### src/rtl/branch_redirect_unit.sv
// Fetch-side PC owner: applies ID-stage taken predictions, tracks predicted branches
// in a small FIFO until ALU resolution, and redirects/flushes on a mispredict.
module branch_redirect_unit #(
  parameter logic [31:0] RESET_PC = 32'h0000_0000,
  parameter int          QDEPTH   = 2,
  parameter int          CNT_W    = 16
) (
  input  logic             clk,
  input  logic             reset,
  input  logic             stall,
  input  logic             id_branch_valid,
  input  logic             id_predict_taken,
  input  logic [31:0]      id_pc,
  input  logic [31:0]      id_target,
  input  logic             alu_branch_valid,
  input  logic             alu_branch_taken,
  output logic [31:0]      pc,
  output logic             flush_if_id,
  output logic             flush_id_ex,
  output logic             mispredict,
  output logic             q_error,
  output logic [CNT_W-1:0] branch_count,
  output logic [CNT_W-1:0] mispredict_count
);
  localparam int PTR_W = $clog2(QDEPTH);
  localparam int OCC_W = PTR_W + 1;
  localparam logic [OCC_W-1:0] OCC_FULL = OCC_W'(QDEPTH);

  logic [QDEPTH-1:0] pred_q;
  logic [31:0]       fall_q [QDEPTH];
  logic [31:0]       tgt_q  [QDEPTH];
  logic [PTR_W-1:0]  wr_ptr_q, wr_ptr_d, rd_ptr_q, rd_ptr_d;
  logic [OCC_W-1:0]  occ_q, occ_d;
  logic [31:0]       pc_q, pc_d;
  logic              qerr_q, qerr_d;
  logic [CNT_W-1:0]  bcnt_q, bcnt_d, mcnt_q, mcnt_d;

  logic empty_s, full_s, pop_s, push_req_s, push_s, overflow_s, underflow_s;
  logic head_pred_s;
  logic [31:0] head_fall_s, head_tgt_s;

  assign empty_s     = (occ_q == '0);
  assign full_s      = (occ_q == OCC_FULL);
  assign head_pred_s = pred_q[rd_ptr_q];
  assign head_fall_s = fall_q[rd_ptr_q];
  assign head_tgt_s  = tgt_q[rd_ptr_q];

  // An empty queue never yields a mispredict, so a stray resolve cannot redirect.
  assign pop_s       = alu_branch_valid & ~empty_s;
  assign mispredict  = pop_s & (head_pred_s != alu_branch_taken);
  assign push_req_s  = id_branch_valid & ~stall & ~mispredict;
  assign push_s      = push_req_s & (~full_s | pop_s);
  assign overflow_s  = push_req_s & full_s & ~pop_s;
  assign underflow_s = alu_branch_valid & empty_s;

  assign flush_if_id = mispredict | (id_branch_valid & id_predict_taken & ~stall);
  assign flush_id_ex = mispredict;

  assign pc               = pc_q;
  assign q_error          = qerr_q;
  assign branch_count     = bcnt_q;
  assign mispredict_count = mcnt_q;

  always_comb begin
    pc_d = pc_q + 32'd4;
    if (mispredict) begin
      pc_d = alu_branch_taken ? head_tgt_s : head_fall_s;
    end else if (stall) begin
      pc_d = pc_q;
    end else if (id_branch_valid && id_predict_taken) begin
      pc_d = id_target;
    end else begin
      pc_d = pc_q + 32'd4;
    end
  end

  // A mispredict squashes every remaining entry: they are all wrong-path.
  always_comb begin
    wr_ptr_d = wr_ptr_q;
    rd_ptr_d = rd_ptr_q;
    occ_d    = occ_q;
    if (mispredict) begin
      wr_ptr_d = '0;
      rd_ptr_d = '0;
      occ_d    = '0;
    end else begin
      wr_ptr_d = wr_ptr_q + PTR_W'(push_s);
      rd_ptr_d = rd_ptr_q + PTR_W'(pop_s);
      case ({push_s, pop_s})
        2'b10:   occ_d = occ_q + OCC_W'(1);
        2'b01:   occ_d = occ_q - OCC_W'(1);
        default: occ_d = occ_q;
      endcase
    end
  end

  always_comb begin
    qerr_d = qerr_q | overflow_s | underflow_s;
    bcnt_d = bcnt_q;
    mcnt_d = mcnt_q;
    if (alu_branch_valid && !(&bcnt_q)) begin
      bcnt_d = bcnt_q + CNT_W'(1);
    end else begin
      bcnt_d = bcnt_q;
    end
    if (mispredict && !(&mcnt_q)) begin
      mcnt_d = mcnt_q + CNT_W'(1);
    end else begin
      mcnt_d = mcnt_q;
    end
  end

  always_ff @(posedge clk) begin
    if (reset) begin
      pc_q     <= RESET_PC;
      wr_ptr_q <= '0;
      rd_ptr_q <= '0;
      occ_q    <= '0;
      qerr_q   <= 1'b0;
      bcnt_q   <= '0;
      mcnt_q   <= '0;
    end else begin
      pc_q     <= pc_d;
      wr_ptr_q <= wr_ptr_d;
      rd_ptr_q <= rd_ptr_d;
      occ_q    <= occ_d;
      qerr_q   <= qerr_d;
      bcnt_q   <= bcnt_d;
      mcnt_q   <= mcnt_d;
    end
  end

  always_ff @(posedge clk) begin
    if (reset) begin
      pred_q <= '0;
      for (int i = 0; i < QDEPTH; i++) begin
        fall_q[i] <= 32'd0;
        tgt_q[i]  <= 32'd0;
      end
    end else if (push_s) begin
      pred_q[wr_ptr_q] <= id_predict_taken;
      fall_q[wr_ptr_q] <= id_pc + 32'd4;
      tgt_q[wr_ptr_q]  <= id_target;
    end
  end
endmodule

### config.mk
export PLATFORM = sky130hd
export DESIGN_NAME = branch_redirect_unit
export DESIGN_NICKNAME = d
export VERILOG_FILES = /design/src/rtl/branch_redirect_unit.sv
export SDC_FILE = /design/constraint.sdc
export NUM_CORES = 1
export LEC_CHECK = 0
export CORE_AREA = 4 4 104 180
export DETAILED_ROUTE_END_ITERATION = 7
export DIE_AREA = 0 0 108 184
export GPL_TIMING_DRIVEN = 0
export PLACE_DENSITY_LB_ADDON = 0.1
export SLEW_MARGIN = 20
export SYNTH_ARGS = -nofsm -noshare
export SYNTH_HDL_FRONTEND = slang
export SYNTH_SLANG_ARGS = --single-unit
### constraint.sdc
create_clock -name clk -period 9.4 [get_ports clk]
set_input_delay 1.88 -clock clk [delete_from_list [all_inputs] [get_ports clk]]
set_output_delay 1.88 -clock clk [all_outputs]
set_load 0.005 [all_outputs]
==> results.py <==
metrics = {
    "clocking": {
        "clock_latency_ns": 0.45,
        "clk_pin_slew_worst_paths_ns": 0.07,
        "clock-sinks": 199,
        "clockBufferDepth": 2,
        "tritoncts": "yes",
        "numCtsBuffers": 17,
        "post_cts_buffers": 0,
        "cts_hold_buf": 0,
        "h-tree-depth": 4,
        "root_buffer": "clkbuf_16",
        "cts_resized": 0,
    },
    "timing": {
        "final_max_slew_viol_count": 0,
        "fin_setup_tns_ns": 0,
        "relSlewSlack_pct": 33.4,
        "finalSetupViolCount": 0,
        "period_share_pct": 67.7,
        "worst_clock_skew_ns": 0.0107,
        "fmax_mhz": 157,
        "rsz0062_at_grt": "false",
        "hold_viol_final": 0,
        "fin_crit_ns": 6.37,
        "worst_slew_pin_slew_ns": 0.989,
    },
    "floorplan": {
        "die_h_um": 184,
        "rows": 64,
        "ios": 139,
        "initial_core_util_pct": 58.7,
        "fp.dieW_um": 108,
        "die-area_mm2": 0.0199,
        "coreArea_mm2": 0.0174,
    },
    "synthesis": {
        "synth.avg_cell_area_um2": 10.5,
        "yosys-top-cells-area": "edfxtp_1 (38%), dfxtp_1 (14%), mux4_2 (7.1%)",
        "synthFlopType": "edfxtp_1",
        "synth_common_cells": "nor2_1 (139), edfxtp_1 (128), dfxtp_1 (71)",
        "synth_top_area_share_pct": 37.7,
        "synth_seq_cells": 199,
        "synth.most_common_cell": "nor2_1",
        "synth-warning-count": 0,
        "seq_area_frac_synth_pct": 51.6,
        "syn_area_mm2": 0.0102,
        "synth_largest_area_cell": "edfxtp_1",
        "synthCells": 967,
        "syn_nets": 1042,
        "synth_edf_count": 128,
        "netlist-cell-type-count": 60,
        "async_flop_share_pct": 0,
    },
    "final_layout": {
        "multi_input_area_mm2": 0.00464,
        "nets": 1199,
        "drive_gt1_share_pct": 8.36,
        "area_growth_pct": 23.0,
        "area.sequential_mm2": 0.00527,
        "instances_no_fill": 1368,
        "n_fill_cell": 1313,
        "n_antenna_cell": 0,
        "fin_area_mm2": 0.0126,
    },
    "route": {
        "dr_total_vias": 8713,
        "detail_route.wl_per_cell_um": 22.4,
        "drtPass1Iterations": 8,
        "drc": 6,
        "wl_um": 30700,
        "avgViaCountPerCell": 6.37,
        "drt_iter0_markers": 692,
        "ant_nets": 0,
    },
    "hold_path": {
        "hold_path_class": "reg -> reg",
    },
    "power": {
        "power_mw": 2.05,
        "p_leak_nw": 4.33,
        "ir_worst_vdd_v": 0.000187,
        "p_per_area_mw_per_mm2": 163,
    },
    "critical_path": {
        "crit_required_ns": 7.52,
        "critical_path.slowest_cell": "clkdlybuf4s50_1",
        "crit_path_end_kind": "primary output",
        "start_kind": "input pin",
        "critical_path_class": "in -> out",
        "cp.arrival_ns": 4.49,
        "ff2ff_setup_slack_ns": 6.37,
        "path_max_fanout": 11,
        "crit_chain": "clkdlybuf4s50_1 -> o21a_1 -> nand2_1 -> inv_1 -> buf_2 -> buf_2 -> buf_4 -> clkdlybuf4s50_1",
        "crit_path_end": "mispredict",
        "crit_start": "alu_branch_valid",
        "worst-path-buf-inv": 6,
        "cp.depth": 8,
        "crit_family": "buffers and inverters",
        "r2r_end": "fall_q[0][5]",
        "rr_worst_depth": 7,
        "slowest_delay_ns": 0.64,
        "r2r-start": "occ_q[0]",
    },
    "placed_design": {
        "dp_hpwl_um": 22400,
        "place_inst": 1336,
        "port_buffers": 136,
        "placed_area_mm2": 0.0119,
        "gp_congestion": 0.945,
    },
    "global_routing": {
        "grt_pass1_vias": 8653,
        "grt_pass1_wl_um": 46700,
        "grt_max_degree": 37,
        "gr-total-overflow": 0,
        "grt_usage_pct": 31.2,
        "antenna_found_initial": 0,
    },
    "run_status": {
        "violations": "DRC",
        "status": "complete, but fails checks",
    },
    "run": {
        "max_cap_violations": 0,
    },
}
-- per-layer routing --
metal / vias up / GRT usage (%) / wire, um
li1: 3930 / - / -
met1: 4179 / 36.2 / 10700
met2: 486 / 54.0 / 15900
met3: 118 / 4.96 / 2380
met4: 0 / 18.3 / 1650
met5: - / 0 / 0
-- cell families after synthesis --
| kind of cell | after synthesis | share of synthesized area, % |
|---|---|---|
| buffers and inverters | 78 | 3.05 |
| xor gates and xnor gates | 51 | 4.45 |
| AOI/OAI and AO/OA | 136 | 8.77 |
| muxes | 45 | 8.44 |
| DFF | 199 | 51.6 |
| and+or+nand+nor | 454 | 23.2 |
| adders and majority gates | 4 | 0.491 |
-- tightest hold or removal path, cell delays in order (launching register included) --
cell and delay, ns:
dfxtp_1 0.33, nor2_1 0.05, nor2_1 0.06
-- cell usage in the layout, fill, tap and decap left out, drive strengths merged, types with 25 or more instances in the layout --
master,Yosys,routed
and2,41,41
clkdlybuf4s50,0,136
nor2,139,139
xnor2,34,34
and3,43,43
nand3,27,27
nor3,30,30
nand2,64,64
nand4,25,25
a21oi,38,38
dfxtp,71,71
mux4,32,32
o21ai,25,25
clkbuf,47,66
edfxtp,128,128
-- registers in the layout (all words and copies together), names as in the netlist --
register	count
fall_q	64
tgt_q	64
pc	32
branch_count	16
mispredict_count	16
occ_q	2
pred_q	2
q_error	1
rd_ptr_q	1
wr_ptr_q	1
-- worst min path at each step --
stage               slack, ns  cells past startpoint    start      end
floorplan                0.46                      2  q_error  q_error
global placement         0.45                      2  q_error  q_error
detailed placement       0.46                      2  q_error  q_error
CTS                      0.48                      2  q_error  q_error
global route             0.53                      2  q_error  q_error
finish                   0.47                      2  q_error  q_error
-- area by class of cell --
class	count	share of cell area, %
flip-flops and latches	199	41.9
repair buffers	138	11.2
clock buffers	17	3.39
well taps	231	2.30
inverters	12	0.359
plain buffers	66	2.14
clock inverters	15	1.72
multi-input cells	690	37.0
-- per-stage QoR --
step | setup WS, ns | util (%) | hold slack, ns
final | 3.03 | 72.2 | 0.474
after global routing | 2.90 | 72.2 | 0.529
after CTS | 3.08 | 72.2 | 0.482
after detailed placement | 3.08 | 68.5 | 0.465
after global placement | 2.83 | 68.2 | 0.448
after floorplan | 4.39 | - | 0.463
-- where the power goes --
| group | total [mW] | switching (mW) | internal [mW] | leakage, nW |
|---|---|---|---|---|
| registers | 1.00 | 0.0284 | 0.976 | 1.92 |
| logic | 0.240 | 0.131 | 0.109 | 2.10 |
| clock network | 0.802 | 0.349 | 0.453 | 0.314 |
Power figures use the tool's default switching activity.
